===== config.mk =====
export PLATFORM = sky130hd
export DESIGN_NAME = sram_like_bridge
export DESIGN_NICKNAME = d
export VERILOG_FILES = /design/src/rtl/sram_like_bridge.sv
export SDC_FILE = /design/constraint.sdc
export NUM_CORES = 1
export LEC_CHECK = 0
export CAP_MARGIN = 5
export CORE_UTILIZATION = 39
export CTS_CLUSTER_SIZE = 20
export DETAILED_ROUTE_END_ITERATION = 12
export GPL_ROUTABILITY_DRIVEN = 1
export PLACE_DENSITY_LB_ADDON = 0.08
export REMOVE_ABC_BUFFERS = 1
export SLEW_MARGIN = 20
export SYNTH_ARGS = -nofsm -noshare
export SYNTH_HDL_FRONTEND = slang
export SYNTH_SLANG_ARGS = --single-unit

===== constraint.sdc =====
create_clock -name clk -period 2.49 [get_ports clk]
set_clock_uncertainty 0.1 [all_clocks]
set_input_delay 0.498 -clock clk [delete_from_list [all_inputs] [get_ports clk]]
set_output_delay 0.498 -clock clk [all_outputs]
set_load 0.03 [all_outputs]

===== src/rtl/sram_like_bridge.sv =====
// rtl/sram_like_bridge.sv - single-outstanding CPU to sram-like memory bridge
module sram_like_bridge #(
    parameter int DATA_W = 32,
    parameter int ADDR_W = 32
) (
    input  logic                clk,
    input  logic                rst,
    input  logic                cpu_en,
    input  logic [DATA_W/8-1:0] cpu_wen,
    input  logic [ADDR_W-1:0]   cpu_addr,
    input  logic [DATA_W-1:0]   cpu_wdata,
    output logic [DATA_W-1:0]   cpu_rdata,
    output logic                cpu_stall,
    input  logic                ext_stall,
    input  logic                flush,
    output logic                mem_req,
    output logic                mem_wr,
    output logic [2:0]          mem_size,
    output logic [ADDR_W-1:0]   mem_addr,
    output logic [DATA_W-1:0]   mem_wdata,
    input  logic                mem_addr_ok,
    input  logic                mem_data_ok,
    input  logic [DATA_W-1:0]   mem_rdata
);
    localparam int NB = DATA_W / 8;
    localparam logic [2:0] FULL_SIZE = (DATA_W == 64) ? 3'd3 : 3'd2;
    localparam logic [NB-1:0] LANE1 = NB'(1);
    localparam logic [NB-1:0] LANE2 = NB'(3);
    localparam logic [NB-1:0] LANE4 = NB'(15);

    typedef enum logic [1:0] {IDLE, REQ, WAIT, HOLD} state_t;

    state_t     state_q, state_d;
    logic       cancel_q, cancel_d;
    logic       accept;
    logic       capture;
    logic [2:0] size_dec;

    // Only naturally aligned 1/2/4-byte patterns shrink the size; anything else is a full-width write.
    always_comb begin
        size_dec = FULL_SIZE;
        for (int i = 0; i < NB; i++)
            if (cpu_wen == (LANE1 << i)) size_dec = 3'd0;
        for (int i = 0; i < NB; i += 2)
            if (cpu_wen == (LANE2 << i)) size_dec = 3'd1;
        for (int i = 0; i < NB; i += 4)
            if (cpu_wen == (LANE4 << i)) size_dec = 3'd2;
    end

    assign accept    = (state_q == IDLE) && cpu_en && !flush;
    assign mem_req   = (state_q == REQ);
    assign cpu_stall = rst && ((state_q == REQ) || (state_q == WAIT) || accept);

    always_comb begin
        state_d  = state_q;
        cancel_d = cancel_q;
        capture  = 1'b0;
        case (state_q)
            IDLE: if (accept) state_d = REQ;
            REQ: begin
                if (flush) cancel_d = 1'b1;
                if (mem_addr_ok) state_d = WAIT;
            end
            WAIT: begin
                if (mem_data_ok) begin
                    cancel_d = 1'b0;
                    if (cancel_q) begin
                        state_d = IDLE;
                    end else begin
                        capture = 1'b1;
                        state_d = HOLD;
                    end
                end else if (flush) begin
                    cancel_d = 1'b1;
                end
            end
            HOLD: if (!ext_stall) state_d = IDLE;
            default: state_d = IDLE;
        endcase
    end

    always_ff @(posedge clk or negedge rst) begin
        if (!rst) begin
            state_q  <= IDLE;
            cancel_q <= 1'b0;
        end else begin
            state_q  <= state_d;
            cancel_q <= cancel_d;
        end
    end

    // Request fields are only loaded on acceptance, so they stay frozen while mem_req is high.
    always_ff @(posedge clk or negedge rst) begin
        if (!rst) begin
            mem_wr    <= 1'b0;
            mem_size  <= 3'd0;
            mem_addr  <= '0;
            mem_wdata <= '0;
        end else if (accept) begin
            mem_wr    <= |cpu_wen;
            mem_size  <= size_dec;
            mem_addr  <= cpu_addr;
            mem_wdata <= cpu_wdata;
        end
    end

    always_ff @(posedge clk or negedge rst) begin
        if (!rst) begin
            cpu_rdata <= '0;
        end else if (capture) begin
            cpu_rdata <= mem_rdata;
        end
    end
endmodule


* Yosys cells after proc, flatten, opt, wreduce, memory -nomap -nowiden
Index checks and enable logic that the tools add are counted.
** Cells by class
- Eq/ne operators :: 14
- Muxes and demuxes :: 19
- Reductions and logical operators :: 10
** Operators by type and width (count)
- 2-bit 2-to-1 mux :: 9
- 4-bit == test, second input constant :: 3
- 3-bit 2-to-1 mux :: 3
- 4-bit by 2-bit == test with 1-bit output, second input constant :: 2
- 2-bit case mux with 4 select lines :: 1
- 2-bit != test, second input constant :: 3
- 1-bit 2-to-1 mux :: 5
- 2-bit == test, second input constant :: 2
- 4-bit by 1-bit == test with 1-bit output, second input constant :: 1
- 4-bit by 3-bit == test with 1-bit output, second input constant :: 1
- 4-bit AND reduction :: 1
- 4-bit OR reduction :: 1
- 1-bit logical AND :: 3
- 2-bit by 1-bit == test with 1-bit output, second input constant :: 1
- 2-bit zero test :: 1
- 1-bit logical OR :: 2
- 2-bit by 1-bit != test with 1-bit output, second input constant :: 1
- 1-bit case mux with 2 select lines :: 1
- 2-bit nonzero test :: 1
- 1-bit zero test :: 1
** Word-level totals
- Bits in registers :: 103
- Input port bits :: 107
- Output and inout port bits :: 102
- Word-level logic and storage cells :: 50

* Depth between registers and ports, before layout
Gate-level depths: netlist (run 1).
- Word-level depth :: 8
- Depth in mapped cells :: 7
- Gate-level depth less buffers :: 5

* Worst setup path after synthesis (run 1)
No wires, ideal clock.
- Kind :: reg-to-output
- From :: reg state_q[0]
- To :: out cpu_stall
- Arrival :: 1.835 ns
- Slack :: 0.057 ns
- Cell stages (with the launch flop) :: 7
- Path through :: dfrtp_1 inv_1 ha_1 nand3b_1 buf_2 buf_2 a21boi_0
** Between the ends
- Cells in the longest elaborated chain, start to end :: 5
** RTL lines
- start, declared :: line 33 : state_t state_q, state_d;
- start signal, assigned :: line 87 : state_q <= state_d;
- 2-bit zero test :: line 50 : assign accept = (state_q == IDLE) && cpu_en && !flush;
- 1-bit logical AND (2 in series) :: line 50
- 1-bit logical OR (*) :: line 52 : assign cpu_stall = rst && ((state_q == REQ) || (state_q == WAIT) || accept);
- 1-bit logical AND (*) :: line 52
- end, declared :: line 13 : output logic cpu_stall,
Mark *: on every way between the ends. The rest lies on a longest branch, timed or not.

* Final worst setup path (run 1)
- From :: in rst
- To :: out cpu_stall
** Between the ends
- Cells in the longest elaborated chain, start to end :: 1
** RTL lines
- start, declared :: line 7 : input logic rst,
- 1-bit logical AND :: line 52
Every way passes these cells.

==> results of run 1 <==
-- flip-flops by register name, indices dropped and copies added, names as in the netlist --
name	count
cpu_rdata	32
mem_addr	32
mem_wdata	32
mem_size	2
state_q	2
cancel_q	1
mem_wr	1
-- metal layers --
| metal | share of wire | track usage |
|---|---|---|
| met4 | 0.019 | 0.0868 |
| met5 | 0 | 0 |
| met2 | 0.47 | 0.286 |
| met1 | 0.39 | 0.207 |
| met3 | 0.12 | 0.0692 |
-- logic make-up (layout without fill, tap and decap cells) --
| logic type | after synthesis | after routing | synth area share |
|---|---|---|---|
| compound gates | 12 | 12 | 0.0215 |
| xor+xnor | 1 | 1 | 0.00222 |
| fa+ha+maj | 5 | 5 | 0.0158 |
| buf+inv | 16 | 232 | 0.0196 |
| flops | 102 | 102 | 0.646 |
| mux | 97 | 97 | 0.276 |
| other cells | 1 | 1 | 0.000949 |
| simple gates | 13 | 13 | 0.0177 |
-- what timing repair did --
action | CTS | global route
resized for setup | 0 | 1
hold buffers | 1 | 0
buffers inserted | 0 | 1
endpoints found under the hold margin | 4 | 0
endpoints found under the setup margin | 0 | 2
-- Yosys cell counts --
master / instances
conb_1: 1
xor2_1: 1
ha_1: 5
and2_0: 1
nand2_1: 3
nor2_1: 3
nand3b_1: 1
buf_4: 1
o21ai_0: 3
nor2b_1: 2
a31oi_1: 2
a21oi_1: 2
dfrtp_1: 102
buf_2: 11
inv_1: 4
nor4_1: 1
a21boi_0: 2
nand3_1: 1
mux2i_1: 1
a2111oi_0: 1
a2111oi_2: 1
nor4bb_1: 1
mux2_2: 96
o2bb2ai_1: 1
-- area by class of cell --
| type | instances | area, µm² |
|---|---|---|
| inverter | 4 | 15.0 |
| timing repair buffer | 213 | 2140 |
| clock inverter | 4 | 47.5 |
| tap | 133 | 166 |
| sequential | 102 | 2550 |
| multi-input combinational | 129 | 1320 |
| clock buffer | 11 | 141 |
| fill | 780 | 3390 |
-- worst max-delay path by stage --
| stage | slack (ns) | cells after the start | endpoint | startpoint |
|---|---|---|---|---|
| 2_1_floorplan | -1.80 | 4 | cpu_stall | state_q[0]$_DFFE_PN0P_ |
| 3_3_place_gp | 0.25 | 4 | cpu_stall | flush |
| 3_5_place_dp | 0.22 | 4 | cpu_stall | flush |
| 4_1_cts | 0.04 | 5 | cpu_stall | state_q[0]$_DFFE_PN0P_ |
| 5_1_grt | 0.16 | 5 | cpu_stall | state_q[1]$_DFFE_PN0P_ |
| 6_report | 0.27 | 4 | cpu_stall | rst |
-- metrics by stage --
stage	std cells	setup TNS (ns)	setup slack (ns)	total power, mW
CTS	595	0	0.0399	8.51
global placement	579	0	0.247	7.39
floorplan	235	-59.93	-1.80	5.44
global route	596	0	0.158	8.87
finish	596	0	0.274	8.43
detailed placement	579	0	0.222	7.48
-- report_power, final --
group | switching, mW | internal [mW]
Sequential | 0.373 | 2.45
Combinational | 2.42 | 2.16
Clock | 0.538 | 0.484
-- worst reg2reg max path: stages, from the launching register on --
cell      delay [ns]
dfrtp_1         0.39
inv_1           0.11
ha_1            0.25
nand3b_1        0.10
buf_4           0.15
buf_12          0.29
mux2_2          0.45
==> summary.md, run 1 <==
| Metric | Value |
|---|---|
| Status | `finished, final reports clean` |
| Slowest CP cell | `dlygate4sd3_1` |
| Cell Chain, Critical Path | `dlygate4sd3_1 > buf_4 > a21boi_0 > buf_4` |
| Port bufs | `207` |
| Fin nets | `~570` |
| Synth warn | `0` |
| Reg2reg setup slack | `0.53 ns` |
| Avg WL per Cell | `approximately 16 µm` |
| R2R cell count | `6` |
| Vias in the first global route | `2853` |
| Power density cells | `1320 mW/mm²` |
| Max VDD drop | `about 0.62 mV` |
| Worst hold path class | `flip-flop to flip-flop` |
| Yosys top cell area share | `0.646` |
| Leakage | `between 2 and 3 nW` |
| IO Count | `209` |
| Drt total wl | `9.30 mm` |
| P&R area growth vs syn | `61.6%` |
| Top cells by area, synth | `dfrtp_1 65%, mux2_2 27%, ha_1 1.6%` |
| Final setup fails | `0` |
| CTS Buf Count | `9` |
| Slew margin rel. | `0.541` |
| Total vias in the final route | `2773` |
| Row count | `36` |
| Fmax | `451 MHz` |
| Unrepaired setup endpoints after global routing | `false` |
| Antenna violations before repair | `0` |
| Die area | `0.0105 mm²` |
| Hold Path End | `mem_size[1]$_DFFE_PN0P_` |
| Most common cell after layout, fill and taps aside | `clkdlybuf4s50_1` |
| Share of layout cells above drive strength 1 | `0.255` |
| Clock Latency Late Sink | `about 0.35 ns` |
| Via density | `4.65` |
| Syn Area/Cell | `approximately 16 µm²` |
| Syn Std Cell Area | `between 0.003 and 0.004 mm²` |
| Antenna cell count | `0` |
| CP Class | `primary input to primary output` |
| Arr. time, crit path | `about 1.6 ns` |
| Sequential-to-total area share from yosys stat | `0.646` |
| Total gr overflow | `0` |
| Worst path required time | `1.89 ns` |
| Deepest clock path buffer count | `2` |
| Synth Instances | `247` |
| Antenna Nets Post-Route | `0` |
| Actual slew at the worst max-slew pin | `approximately 0.69 ns` |
| Reg clk slew, reported paths | `0.09 ns` |
| Core area | `between 0.009 and 0.01 mm²` |
| Post-layout instance area | `0.00639 mm²` |
| HP Start | `mem_size[1]$_DFFE_PN0P_` |
| CP Launch Type | `primary input` |
| Clk root buf | `clkbuf_8` |
| Cell variety after synth | `24` |
| Most frequent cells in the layout | `204 x clkdlybuf4s50_1, 102 x dfrtp_1, 96 x mux2_2, 10 x clkbuf_8` |
| Post-synth top area cell | `dfrtp_1` |
| Initial core utilization | `0.404` |
| Synth Register Bits | `102` |
| Final core occ | `0.653` |
| Final RePlAce weighted congestion | `0.749` |
| Largest net degree at the start of global routing | `70` |
| Max_cap viols | `0` |
| RR Startpoint | `state_q[0]$_DFFE_PN0P_` |
| CP Buf/Inv Count | `3` |
| Die Ht | `a little over 100 µm` |
| Total GRT Usage | `0.177` |
| Total iterations of the first detailed-routing run | `4` |
| Crit-path most repeated cell | `buf_4` |
| Max-slew violation count | `0` |
| Dpl cell area | `0.00618 mm²` |
| CTS Sinks | `102` |
| H-tree depth | `3` |
| Iter 0 DRT Violations | `36` |
| TritonCTS clock tree | `yes` |
| Fin crit share | `0.890` |
| Critical Path End Type | `primary output` |
| Die W | `103 µm` |
| Fin. Hold Viols | `0` |
| DP HPWL | `around 6.9 mm` |
| Hold Path Depth | `2` |
| Reg2reg end | `mem_wdata[16]$_DFFE_PN0P_` |
| Top delay family on crit path | `buffers and inverters` |
| CP Max Fanout | `7` |
| Max stage delay on crit path | `0.56 ns` |
| Post-layout min period | `2.22 ns` |
| First-pass GRT wire length | `14.0 mm` |
| Worst slack on hold paths | `0.397 ns` |
| DRC | `0` |
Power figures use the tool's default switching activity.
==> run 2: changes to the inputs <==
--- a/config.mk
+++ b/config.mk
@@ -5,11 +5,10 @@
 export SDC_FILE = /design/constraint.sdc
 export NUM_CORES = 1
 export LEC_CHECK = 0
-export CAP_MARGIN = 5
+export CAP_MARGIN = 20
 export CORE_UTILIZATION = 39
 export CTS_CLUSTER_SIZE = 20
 export DETAILED_ROUTE_END_ITERATION = 12
-export GPL_ROUTABILITY_DRIVEN = 1
 export PLACE_DENSITY_LB_ADDON = 0.08
 export REMOVE_ABC_BUFFERS = 1
 export SLEW_MARGIN = 20
==> results of run 2 <==
The final DEF is identical to that of run 1; final timing and power are the same.
==> run 3: changes to the inputs <==
--- a/config.mk
+++ b/config.mk
@@ -5,8 +5,9 @@
 export SDC_FILE = /design/constraint.sdc
 export NUM_CORES = 1
 export LEC_CHECK = 0
+export ABC_AREA = 1
 export CAP_MARGIN = 20
-export CORE_UTILIZATION = 39
+export CORE_UTILIZATION = 40
 export CTS_CLUSTER_SIZE = 20
 export DETAILED_ROUTE_END_ITERATION = 12
 export PLACE_DENSITY_LB_ADDON = 0.08
==> run 3 against run 2 <==
Net effect: register-to-register slack improved by 0.12 ns; sequential cell count unchanged; clock-buffer cell count decreased by 1; sequential share of layout area decreased by 0.65 points; global-route usage increased by 2.5 points; setup slack got worse by 0.19 ns; synthesized cell count increased by 91%; power decreased by 2.7%.
==> summary.md, run 3 <==
| Metric | Value |
|---|---|
| Routed met1 length | `4.32 mm (+18%)` |
| TritonCTS clock tree | `yes` |
| Antenna Nets Post-Route | `0 (unchanged)` |
| CTS Sinks | `102 (unchanged)` |
| Sequential-to-total area share from yosys stat | `0.625 (-0.0206)` |
| Pre-CTS WS | `0.375 ns (+0.154 ns)` |
| Power density cells | `1260 mW/mm² (-4.3%)` |
| Antenna violations before repair | `0 (unchanged)` |
| Register area | `0.00255 mm² (unchanged)` |
| Reg2reg end | `mem_addr[29]$_DFFE_PN0P_` |
| Fin nets | `787 (+38%)` |
| Avg WL per Cell | `13.0 µm (-17%)` |
| Final RePlAce weighted congestion | `0.813 (+8.5%)` |
| Total power | `8.20 mW (-2.7%)` |
| IO Count | `209 (unchanged)` |
| Worst path required time | `1.89 ns (about the same)` |
| Row count | `36 (unchanged)` |
| Fillers | `828 (+6.2%)` |
| Post-synth EDFFs | `0 (unchanged)` |
| Syn Std Cell Area | `0.00408 mm² (+3.3%)` |
| Share of layout cells above drive strength 1 | `0.0412 (-0.214)` |
| Fin crit share | `0.966 (+0.0766)` |
| Clock Latency Late Sink | `0.36 ns (about the same)` |
| Reg clk slew, reported paths | `0.09 ns (about the same)` |
| Fin. Hold Viols | `0 (unchanged)` |
| Max_cap viols | `0 (unchanged)` |
| Initial core utilization | `0.416 (+0.0114)` |
| Arr. time, crit path | `1.81 ns (+0.19 ns)` |
| Final TNS setup | `0 ns (unchanged)` |
| Post-cts repair resize count | `0 (unchanged)` |
| CTS Buf Count | `9 (unchanged)` |
| Met2 WL post-DR | `4.90 mm (+12%)` |
| Antenna cell count | `0 (unchanged)` |
| Critical Path End Type | `primary output` |
| Most frequent cells in the layout | `247 x nand2_1, 205 x clkdlybuf4s50_1, 102 x dfrtp_1, 45 x inv_1, 35 x o21ai_0` |
| Actual slew at the worst max-slew pin | `0.644 ns (-0.0439 ns)` |
| CP Max Fanout | `5 (-2)` |
| Via density | `4.38 (-6.0%)` |
| Top cells by count, synth | `247 x nand2_1, 102 x dfrtp_1, 45 x inv_1` |
| Die Ht | `103 µm (+0.35%)` |
| Core area | `0.00982 mm² (+0.46%)` |
| Status | `finished, final reports clean` |
| Synth Register Bits | `102 (unchanged)` |
| RR Startpoint | `state_q[1]$_DFFE_PN0P_` |
| Top cells by area, synth | `dfrtp_1 63%, nand2_1 23%, o21ai_0 4.3%` |
| Final core occ | `0.661 (+0.00771)` |
| Unrepaired setup endpoints after global routing | `false` |
| Die W | `103 µm (+0.35%)` |
| H-tree depth | `3 (unchanged)` |
| Port bufs | `207 (unchanged)` |
| Max-slew violation count | `0 (unchanged)` |
| Setup bufs post-CTS | `0 (unchanged)` |
| Yosys top cell area share | `0.625 (-0.0206)` |
| Worst hold path class | `primary input to asynchronous set/reset pin` |
| Fmax | `416 MHz (-7.9%)` |
| Reg2reg setup slack | `0.65 ns (+0.12 ns)` |
| Total vias in the final route | `3557 (+28%)` |
| Top sig layer | `met4` |
| Deepest clock path buffer count | `2 (unchanged)` |
| Worst slack on hold paths | `0.168 ns (-0.229 ns)` |
| Clk root buf | `clkbuf_8` |
| CP Class | `flip-flop to primary output` |
| Top Registers | `cpu_rdata x32, mem_addr x32, mem_wdata x32` |
| Top-count cell post-synth | `nand2_1` |
| Total gr overflow | `0 (unchanged)` |
| Most common cell after layout, fill and taps aside | `nand2_1` |
| Die area | `0.0106 mm² (+0.69%)` |
| Slew margin rel. | `0.570 (+0.0293)` |
| DRC | `0 (unchanged)` |
| Max VDD drop | `0.662 mV (+6.6%)` |
| CP Launch Type | `flip-flop` |
| Setup ws final | `0.0835 ns (-0.191 ns)` |
| Total GRT Usage | `0.202 (+0.0247)` |
| Post-layout min period | `2.41 ns (+0.191 ns)` |
| DP HPWL | `7.72 mm (+12%)` |
| Synth async-reset ratio | `1.00 (unchanged)` |
| R2R cell count | `7 (+1)` |
| Final setup fails | `0 (unchanged)` |
| Drt total wl | `10.5 mm (+13%)` |
| Synth warn | `0 (unchanged)` |
| Multi-input gate area | `0.00126 mm² (-4.6%)` |
| Syn Area/Cell | `8.67 µm² (-46%)` |
| Synth Instances | `471 (+91%)` |
| Leakage | `3.24 nW (+17%)` |
| Primary FF master, synth | `dfrtp_1` |
| Cell variety after synth | `15 (-38%)` |
| WL met3 | `1.12 mm (+1.5%)` |
| Post-synth top area cell | `dfrtp_1` |
| First-pass GRT wire length | `16.1 mm (+15%)` |
| Vias in the first global route | `3399 (+19%)` |
| Largest net degree at the start of global routing | `65 (-7.1%)` |
| P&R area growth vs syn | `59.0%` |
| CTS Hold Bufs | `0 (-1)` |
| Total iterations of the first detailed-routing run | `4 (unchanged)` |
| Iter 0 DRT Violations | `81 (+130%)` |
-- run 3: area by class of cell --
class,count,share of cell area
inverter,45,0.0260
clock buffer,10,0.0212
tap,133,0.0256
multi-input combinational,303,0.194
sequential,102,0.393
clock inverter,6,0.00944
timing repair buffer,214,0.330
-- run 3: metal layers --
layer,track usage,up-vias
met5,0,-
met4,0.0899,0
met3,0.0753,15
met2,0.331,134
met1,0.238,1596
li1,-,1812
-- run 3: cells by family (layout without fill, tap and decap cells) --
family | after synthesis | in the layout | synth area share
buffers and inverters | 66 | 275 | 0.0684
adders and majority gates | 5 | 5 | 0.0153
AOI/OAI and AO/OA | 37 | 37 | 0.0466
other | 1 | 1 | 0.000919
DFF | 102 | 102 | 0.625
and+or+nand+nor | 260 | 260 | 0.243
-- run 3: how the worst max path moves through the flow --
stage	from	end	slack, ns
after global routing	state_q[1]$_DFFE_PN0P_	mem_req	0.002
final	state_q[1]$_DFFE_PN0P_	mem_req	0.08
after detailed placement	flush	cpu_stall	0.38
after CTS	state_q[1]$_DFFE_PN0P_	mem_req	0.05
after global placement	flush	cpu_stall	0.41
after floorplan	state_q[1]$_DFFE_PN0P_	cpu_stall	-1.16
-- run 3: per-stage QoR --
step                cells  area (µm²)
floorplan             450        3970
global placement      797        6290
detailed placement    797        6290
CTS                   813        6490
global route          813        6490
finish                813        6490
-- run 3: worst max-delay path: stages, from the launching register on --
cell and delay (ns):
dfrtp_1 0.44, inv_1 0.15, ha_1 0.18, clkdlybuf4s50_1 0.68
-- run 3: report_power, final --
group / internal, mW / switching [mW]
logic: 1.79 / 2.54
clock network: 0.489 / 0.563
registers: 2.40 / 0.412
total: 4.68 / 3.52
